## config.mk

```make
export PLATFORM = sky130hd
export DESIGN_NAME = lfsr_run_ctrl_flat
export DESIGN_NICKNAME = d
export VERILOG_FILES = /design/src/rtl/lfsr_run_ctrl_if.sv /design/src/rtl/lfsr_run_ctrl.sv /design/src/flat_wrapper.sv
export SDC_FILE = /design/constraint.sdc
export NUM_CORES = 1
export LEC_CHECK = 0
export ABC_AREA = 0
export BUFFER_PORTS_ARGS = -buffer_cell sky130_fd_sc_hd__buf_2
export CORE_ASPECT_RATIO = 0.8
export CORE_MARGIN = 4
export CORE_UTILIZATION = 43
export CTS_CLUSTER_DIAMETER = 120
export DETAILED_ROUTE_END_ITERATION = 10
export GPL_ROUTABILITY_DRIVEN = 0
export PLACE_DENSITY = 0.68
export SETUP_SLACK_MARGIN = 0.05
export SLEW_MARGIN = 10
export SYNTH_ARGS = -nofsm -noshare
export SYNTH_HDL_FRONTEND = slang
export SYNTH_SLANG_ARGS = --single-unit
```

## constraint.sdc

```tcl
create_clock -name sys_clk -period 4.1 [get_ports sys_clk]
set_clock_uncertainty 0.05 [all_clocks]
set_input_delay 0.41 -clock sys_clk [delete_from_list [all_inputs] [get_ports sys_clk]]
set_output_delay 0.41 -clock sys_clk [all_outputs]
set_load 0.05 [all_outputs]
```

## src/rtl/lfsr_run_ctrl_if.sv

```systemverilog
// Control/status and LFSR-side signal bundle for lfsr_run_ctrl.
// The master side is the register block plus the LFSR; the slave side is the sequencer.
interface lfsr_run_ctrl_if #(
    parameter int LEN_W = 22
);
    // Handshake: start is sampled only while idle (busy=0). busy stays high through
    // the load and run phases. done is a single-cycle pulse after a completed run.
    // An aborted run returns to idle with no done pulse.
    logic             start;
    logic             abort;
    logic [LEN_W-1:0] run_len;
    logic             lfsr_cycle;
    logic             lfsr_load;
    logic             lfsr_sam_clk_en;
    logic             busy;
    logic             done;
    logic [LEN_W-1:0] sample_cnt;
    logic             period_err;
    logic [1:0]       dbg_state;

    modport master (
        output start, abort, run_len, lfsr_cycle,
        input  lfsr_load, lfsr_sam_clk_en, busy, done, sample_cnt, period_err, dbg_state
    );

    modport slave (
        input  start, abort, run_len, lfsr_cycle,
        output lfsr_load, lfsr_sam_clk_en, busy, done, sample_cnt, period_err, dbg_state
    );
endinterface

```

## src/rtl/lfsr_run_ctrl.sv

```systemverilog
// Sequencer for a sample-rate LFSR: divider enable, seed load, counted or full-period run.
// Optional period check and runaway guard: define LFSR_RUN_CTRL_PERIOD_CHECK_EN.
module lfsr_run_ctrl #(
    parameter int CLK_DIV = 4,
    parameter int LEN_W   = 22
) (
    input  logic              sys_clk,
    input  logic              reset,
    lfsr_run_ctrl_if.slave    bus
);
    localparam int DIV_W = (CLK_DIV > 2) ? $clog2(CLK_DIV) : 1;
    localparam logic [DIV_W-1:0] DIV_LAST = DIV_W'(CLK_DIV - 1);
    localparam logic [LEN_W-1:0] CNT_MAX  = '1;

    typedef enum logic [1:0] {
        S_IDLE = 2'd0,
        S_LOAD = 2'd1,
        S_RUN  = 2'd2,
        S_DONE = 2'd3
    } state_t;

    state_t           r_state;
    logic [DIV_W-1:0] r_div_cnt;
    logic [LEN_W-1:0] r_len_q;
    logic [LEN_W-1:0] r_sample_cnt;

    logic             w_div_wrap;
    logic             w_en;
    logic [LEN_W-1:0] w_cnt_inc;
    logic             w_len_zero;

    assign w_div_wrap = (r_div_cnt == DIV_LAST);
    assign w_en       = (r_state == S_RUN) && w_div_wrap;
    assign w_cnt_inc  = r_sample_cnt + LEN_W'(1);
    assign w_len_zero = (r_len_q == '0);

`ifdef LFSR_RUN_CTRL_PERIOD_CHECK_EN
    logic r_period_err;
    assign bus.period_err = r_period_err;
`else
    assign bus.period_err = 1'b0;
`endif

    always_ff @(posedge sys_clk or posedge reset) begin
        if (reset) begin
            r_state      <= S_IDLE;
            r_div_cnt    <= '0;
            r_len_q      <= '0;
            r_sample_cnt <= '0;
`ifdef LFSR_RUN_CTRL_PERIOD_CHECK_EN
            r_period_err <= 1'b0;
`endif
        end else begin
            case (r_state)
                S_IDLE: begin
                    if (bus.start && !bus.abort) begin
                        r_state      <= S_LOAD;
                        r_len_q      <= bus.run_len;
                        r_sample_cnt <= '0;
`ifdef LFSR_RUN_CTRL_PERIOD_CHECK_EN
                        r_period_err <= 1'b0;
`endif
                    end
                end
                S_LOAD: begin
                    r_div_cnt <= '0;
                    r_state   <= bus.abort ? S_IDLE : S_RUN;
                end
                S_RUN: begin
                    r_div_cnt <= w_div_wrap ? '0 : r_div_cnt + DIV_W'(1);
                    if (bus.abort) begin
                        r_state <= S_IDLE;
                    end else if (w_len_zero && bus.lfsr_cycle) begin
                        r_state <= S_DONE;
`ifdef LFSR_RUN_CTRL_PERIOD_CHECK_EN
                        r_period_err <= (r_sample_cnt != CNT_MAX);
`endif
                    end else if (w_en) begin
                        // Saturate rather than wrap so a runaway run stays visible.
                        if (r_sample_cnt != CNT_MAX) r_sample_cnt <= w_cnt_inc;
                        if (!w_len_zero && (w_cnt_inc == r_len_q)) begin
                            r_state <= S_DONE;
                        end
`ifdef LFSR_RUN_CTRL_PERIOD_CHECK_EN
                        else if (w_len_zero && (r_sample_cnt == CNT_MAX)) begin
                            r_state      <= S_DONE;
                            r_period_err <= 1'b1;
                        end
`endif
                    end
                end
                S_DONE:  r_state <= S_IDLE;
                default: r_state <= S_IDLE;
            endcase
        end
    end

    assign bus.lfsr_load       = (r_state == S_LOAD);
    assign bus.lfsr_sam_clk_en = w_en;
    assign bus.busy            = (r_state == S_LOAD) || (r_state == S_RUN);
    assign bus.done            = (r_state == S_DONE);
    assign bus.sample_cnt      = r_sample_cnt;
    assign bus.dbg_state       = r_state;
endmodule

```

## src/flat_wrapper.sv

```systemverilog
// flat-port wrapper written by rule: the top's interface ports become plain ports
module lfsr_run_ctrl_flat 
#(
    parameter int CLK_DIV = 4,
    parameter int LEN_W   = 22
)
  (sys_clk, reset, bus_start, bus_abort, bus_run_len, bus_lfsr_cycle, bus_lfsr_load, bus_lfsr_sam_clk_en, bus_busy, bus_done, bus_sample_cnt, bus_period_err, bus_dbg_state);
  lfsr_run_ctrl_if #(.LEN_W(LEN_W)) bus_i ();
  input  logic sys_clk;
  input  logic reset;
  input wire logic [$bits(bus_i.start)-1:0] bus_start;
  input wire logic [$bits(bus_i.abort)-1:0] bus_abort;
  input wire logic [$bits(bus_i.run_len)-1:0] bus_run_len;
  input wire logic [$bits(bus_i.lfsr_cycle)-1:0] bus_lfsr_cycle;
  output wire logic [$bits(bus_i.lfsr_load)-1:0] bus_lfsr_load;
  output wire logic [$bits(bus_i.lfsr_sam_clk_en)-1:0] bus_lfsr_sam_clk_en;
  output wire logic [$bits(bus_i.busy)-1:0] bus_busy;
  output wire logic [$bits(bus_i.done)-1:0] bus_done;
  output wire logic [$bits(bus_i.sample_cnt)-1:0] bus_sample_cnt;
  output wire logic [$bits(bus_i.period_err)-1:0] bus_period_err;
  output wire logic [$bits(bus_i.dbg_state)-1:0] bus_dbg_state;
  assign bus_i.start = bus_start;
  assign bus_i.abort = bus_abort;
  assign bus_i.run_len = bus_run_len;
  assign bus_i.lfsr_cycle = bus_lfsr_cycle;
  assign bus_lfsr_load = bus_i.lfsr_load;
  assign bus_lfsr_sam_clk_en = bus_i.lfsr_sam_clk_en;
  assign bus_busy = bus_i.busy;
  assign bus_done = bus_i.done;
  assign bus_sample_cnt = bus_i.sample_cnt;
  assign bus_period_err = bus_i.period_err;
  assign bus_dbg_state = bus_i.dbg_state;
  lfsr_run_ctrl #(.CLK_DIV(CLK_DIV), .LEN_W(LEN_W)) u_core (.sys_clk(sys_clk), .reset(reset), .bus(bus_i));
endmodule
```

==> results.cfg <==
[worst_setup_path]
cp_max_fo = 27
arrival_ps = 3480
path_cells = ha_1 -> and3_1 -> nand2_1 -> nor2_1 -> a41oi_1 -> nand4_1 -> a31oi_1 -> o21ai_1 -> o31ai_1
crit_family = simple AND/OR/NAND/NOR gates
path_buf_inv = 0
r2r_start = u_core.bus.sample_cnt[0]
endpoint_kind = flop
crit_cells = 9
worst_path_max_delay_cell = nand4_1
endpoint = u_core.bus.sample_cnt[14]
cp.required_ps = 4260
path_class = flop to flop
critical_path.startpoint = u_core.bus.sample_cnt[0]
critPathMaxStageDelay_ps = 950
r2r-end = u_core.bus.sample_cnt[14]
cp-start-kind = flop
reg2reg_depth = 9
rrSetupSlack_ps = 780

[synth]
synthTopCellsByArea = dfrtp_1 (39%), mux2_2 (8.0%), o21ai_0 (4.7%)
synthArstFlopShare_pct = 100.0
synth_top_family_by_area = simple AND/OR/NAND/NOR gates
synth_cells = 340
syn_area_um2 = 3112
yosysSeqAreaShare_pct = 38.60
ys_ff_latch = 48
ys_warn_count = 0
synth-xor-area-share_pct = 7.881
yosys.area_share.simple_pct = 22.20
yosys.cell_types.count = 55
syn_avg_cell_area_um2 = 9.152
synth_adder_area_share_pct = 2.815
synth_most_common_cell = dfrtp_1
synth_fp_nets = 374
synth_ff_type = dfrtp_1
ys_top_cells_by_count = dfrtp_1 (48), o21ai_0 (29), nor2_1 (26), nand2_1 (23), mux2_2 (22)
yosysTopAreaCellShare_pct = 38.60
synth_compound_area_share_pct = 15.72
synth_edf_count = 0
yosysTopAreaCell = dfrtp_1
synth_mux_area_share_pct = 8.605

[power]
clockPowerShare_pct = 17.5
power_leakage_nw = 1.535
ir_worst_vdd_uv = 259.1
p_comb_share_pct = 39.3
share_seq_of_total_power_pct = 43.2
p_per_area_nw_per_um2 = 502.3
p_int_mw = 1.032
swShare_pct = 41.39
p_switching_uw = 728.8

[final_layout]
num-nets-final = 416
n_antenna_cell = 0
drive_above_1_share_pct = 25.33
stdcell_area_um2 = 3506
area_growth_pct = 12.67
post-route-util_pct = 50.38

[die]
num_rows = 27
dieHeight_um = 84.09
initial_core_util_pct = 44.71
dieArea_um2 = 8670
pin_count = 56
die_w_um = 103.1
core_um2 = 6959

[grt]
grt.overflow.total = 0
grt_max_degree = 49
globalRouteTotalUtil_pct = 19.00
grt_pass1_vias = 2617
grt_antenna_before_repair = 0
grt_pass1_wl_mm = 13.05

[timing]
hold_violations = 0
slew_headroom_pct = 21.60
setup_viol = 0
min_period_over_period_pct = 80.97
fmax_mhz = 301.2
final_max_slew_viol_count = 0
period_needed_ps = 3320
fin_tns_setup_ps = 0
worstMarginPinSlew_ps = 1173
rsz0062_at_grt = false

[detailed_routing]
drtPass1Iterations = 5
drc_errors = 0
wire_per_inst_um = 17.09
dr.first_iter.drc_count = 178
num_vias = 2770
wirelength_mm = 8.031
postRouteAntennaNets = 0
viasPerCell = 5.894

[clocking]
root_buffer = clkbuf_8
clock-sinks = 48
numCtsBuffers = 5
cts_buffer_depth = 2
postCtsSetupBuffers = 0
ctsHtreeMaxLevel = 2
cts_resized = 0
clk_latency_ps = 310
ctsHoldBuffers = 0
path_clk_slew_ps = 90
cts_tree = yes

[status]
status = completed

[flow_run]
max_cap_viol_count = 0

[placed_design]
place_hpwl_mm = 6.092
port_buffers = 54
place_area_um2 = 3410

[min_path]
hp-class = input pin to async pin
==> final cells by class <==
cell class | count | area (um^2)
Fill cell | 676 | 3453
Multi-Input combinational cell | 262 | 1784
Sequential cell | 48 | 1201
Timing Repair Buffer | 55 | 277.8
Tap cell | 87 | 108.9
Clock buffer | 6 | 82.58
Inverter | 10 | 37.54
Clock inverter | 2 | 13.76
==> power by group through the flow <==
stage / logic [mW] / clock network, mW / registers (mW)
4_1_cts: 0.691 / 0.315 / 0.755
3_3_place_gp: 0.675 / 0 / 0.759
2_1_floorplan: 0.531 / 0 / 0.738
3_5_place_dp: 0.686 / 0 / 0.765
6_report: 0.693 / 0.308 / 0.761
5_1_grt: 0.762 / 0.337 / 0.772
==> kinds of logic after synthesis <==
group                      after synthesis
and+or+nand+nor                        121
adders and majority gates                7
AOI/OAI and AO/OA                       81
muxes                                   24
buffers and inverters                   30
xor gates and xnor gates                28
other                                    1
DFF                                     48
==> flip-flops by register name, summed over array words and instances, names as in the netlist <==
register / cells
u_core.r_div_cnt: 2
u_core.r_len_q: 22
u_core.bus.sample_cnt: 22
u_core.bus.dbg_state: 2
==> worst min path at each step <==
stage	cells past startpoint	slack, ps	from	end
after floorplan	2	470	u_core.r_div_cnt[1]	u_core.r_div_cnt[1]
after global placement	2	480	u_core.r_div_cnt[1]	u_core.r_div_cnt[1]
after detailed placement	1	500	u_core.r_len_q[17]	u_core.r_len_q[17]
after CTS	2	270	bus_run_len[8]	u_core.r_len_q[8]
after global routing	2	260	bus_run_len[20]	u_core.r_len_q[20]
final	2	280	reset	u_core.r_len_q[20]
==> cell usage in the layout, fill, tap and decap left out, types with 11 or more instances in the layout <==
cell type and count:
buf_2 54, dfrtp_1 48, o21ai_0 29, nor2_1 26, nand2_1 23, mux2_2 22, xnor2_1 16, o21ai_1 15
nand3_1 14, xor2_1 12, o31ai_1 11
==> per-stage QoR <==
stage	instances	power (mW)	hold slack (ps)	setup WS [ps]
after detailed placement	462	1.451	500.9	862.2
final	470	1.761	275.0	780.3
after CTS	470	1.760	272.1	844.5
after global placement	462	1.434	483.3	1014
after global routing	470	1.871	261.7	476.0
after floorplan	340	1.269	466.8	1286
==> metal layers <==
metal	share of wire [%]	vias to the layer above	global-route usage, %
li1	-	1323	-
met4	1.2	0	4.353
met3	8.6	12	5.180
met1	48	1314	28.59
met5	0	-	0
met2	43	121	26.91
Power figures use the tool's default switching activity.
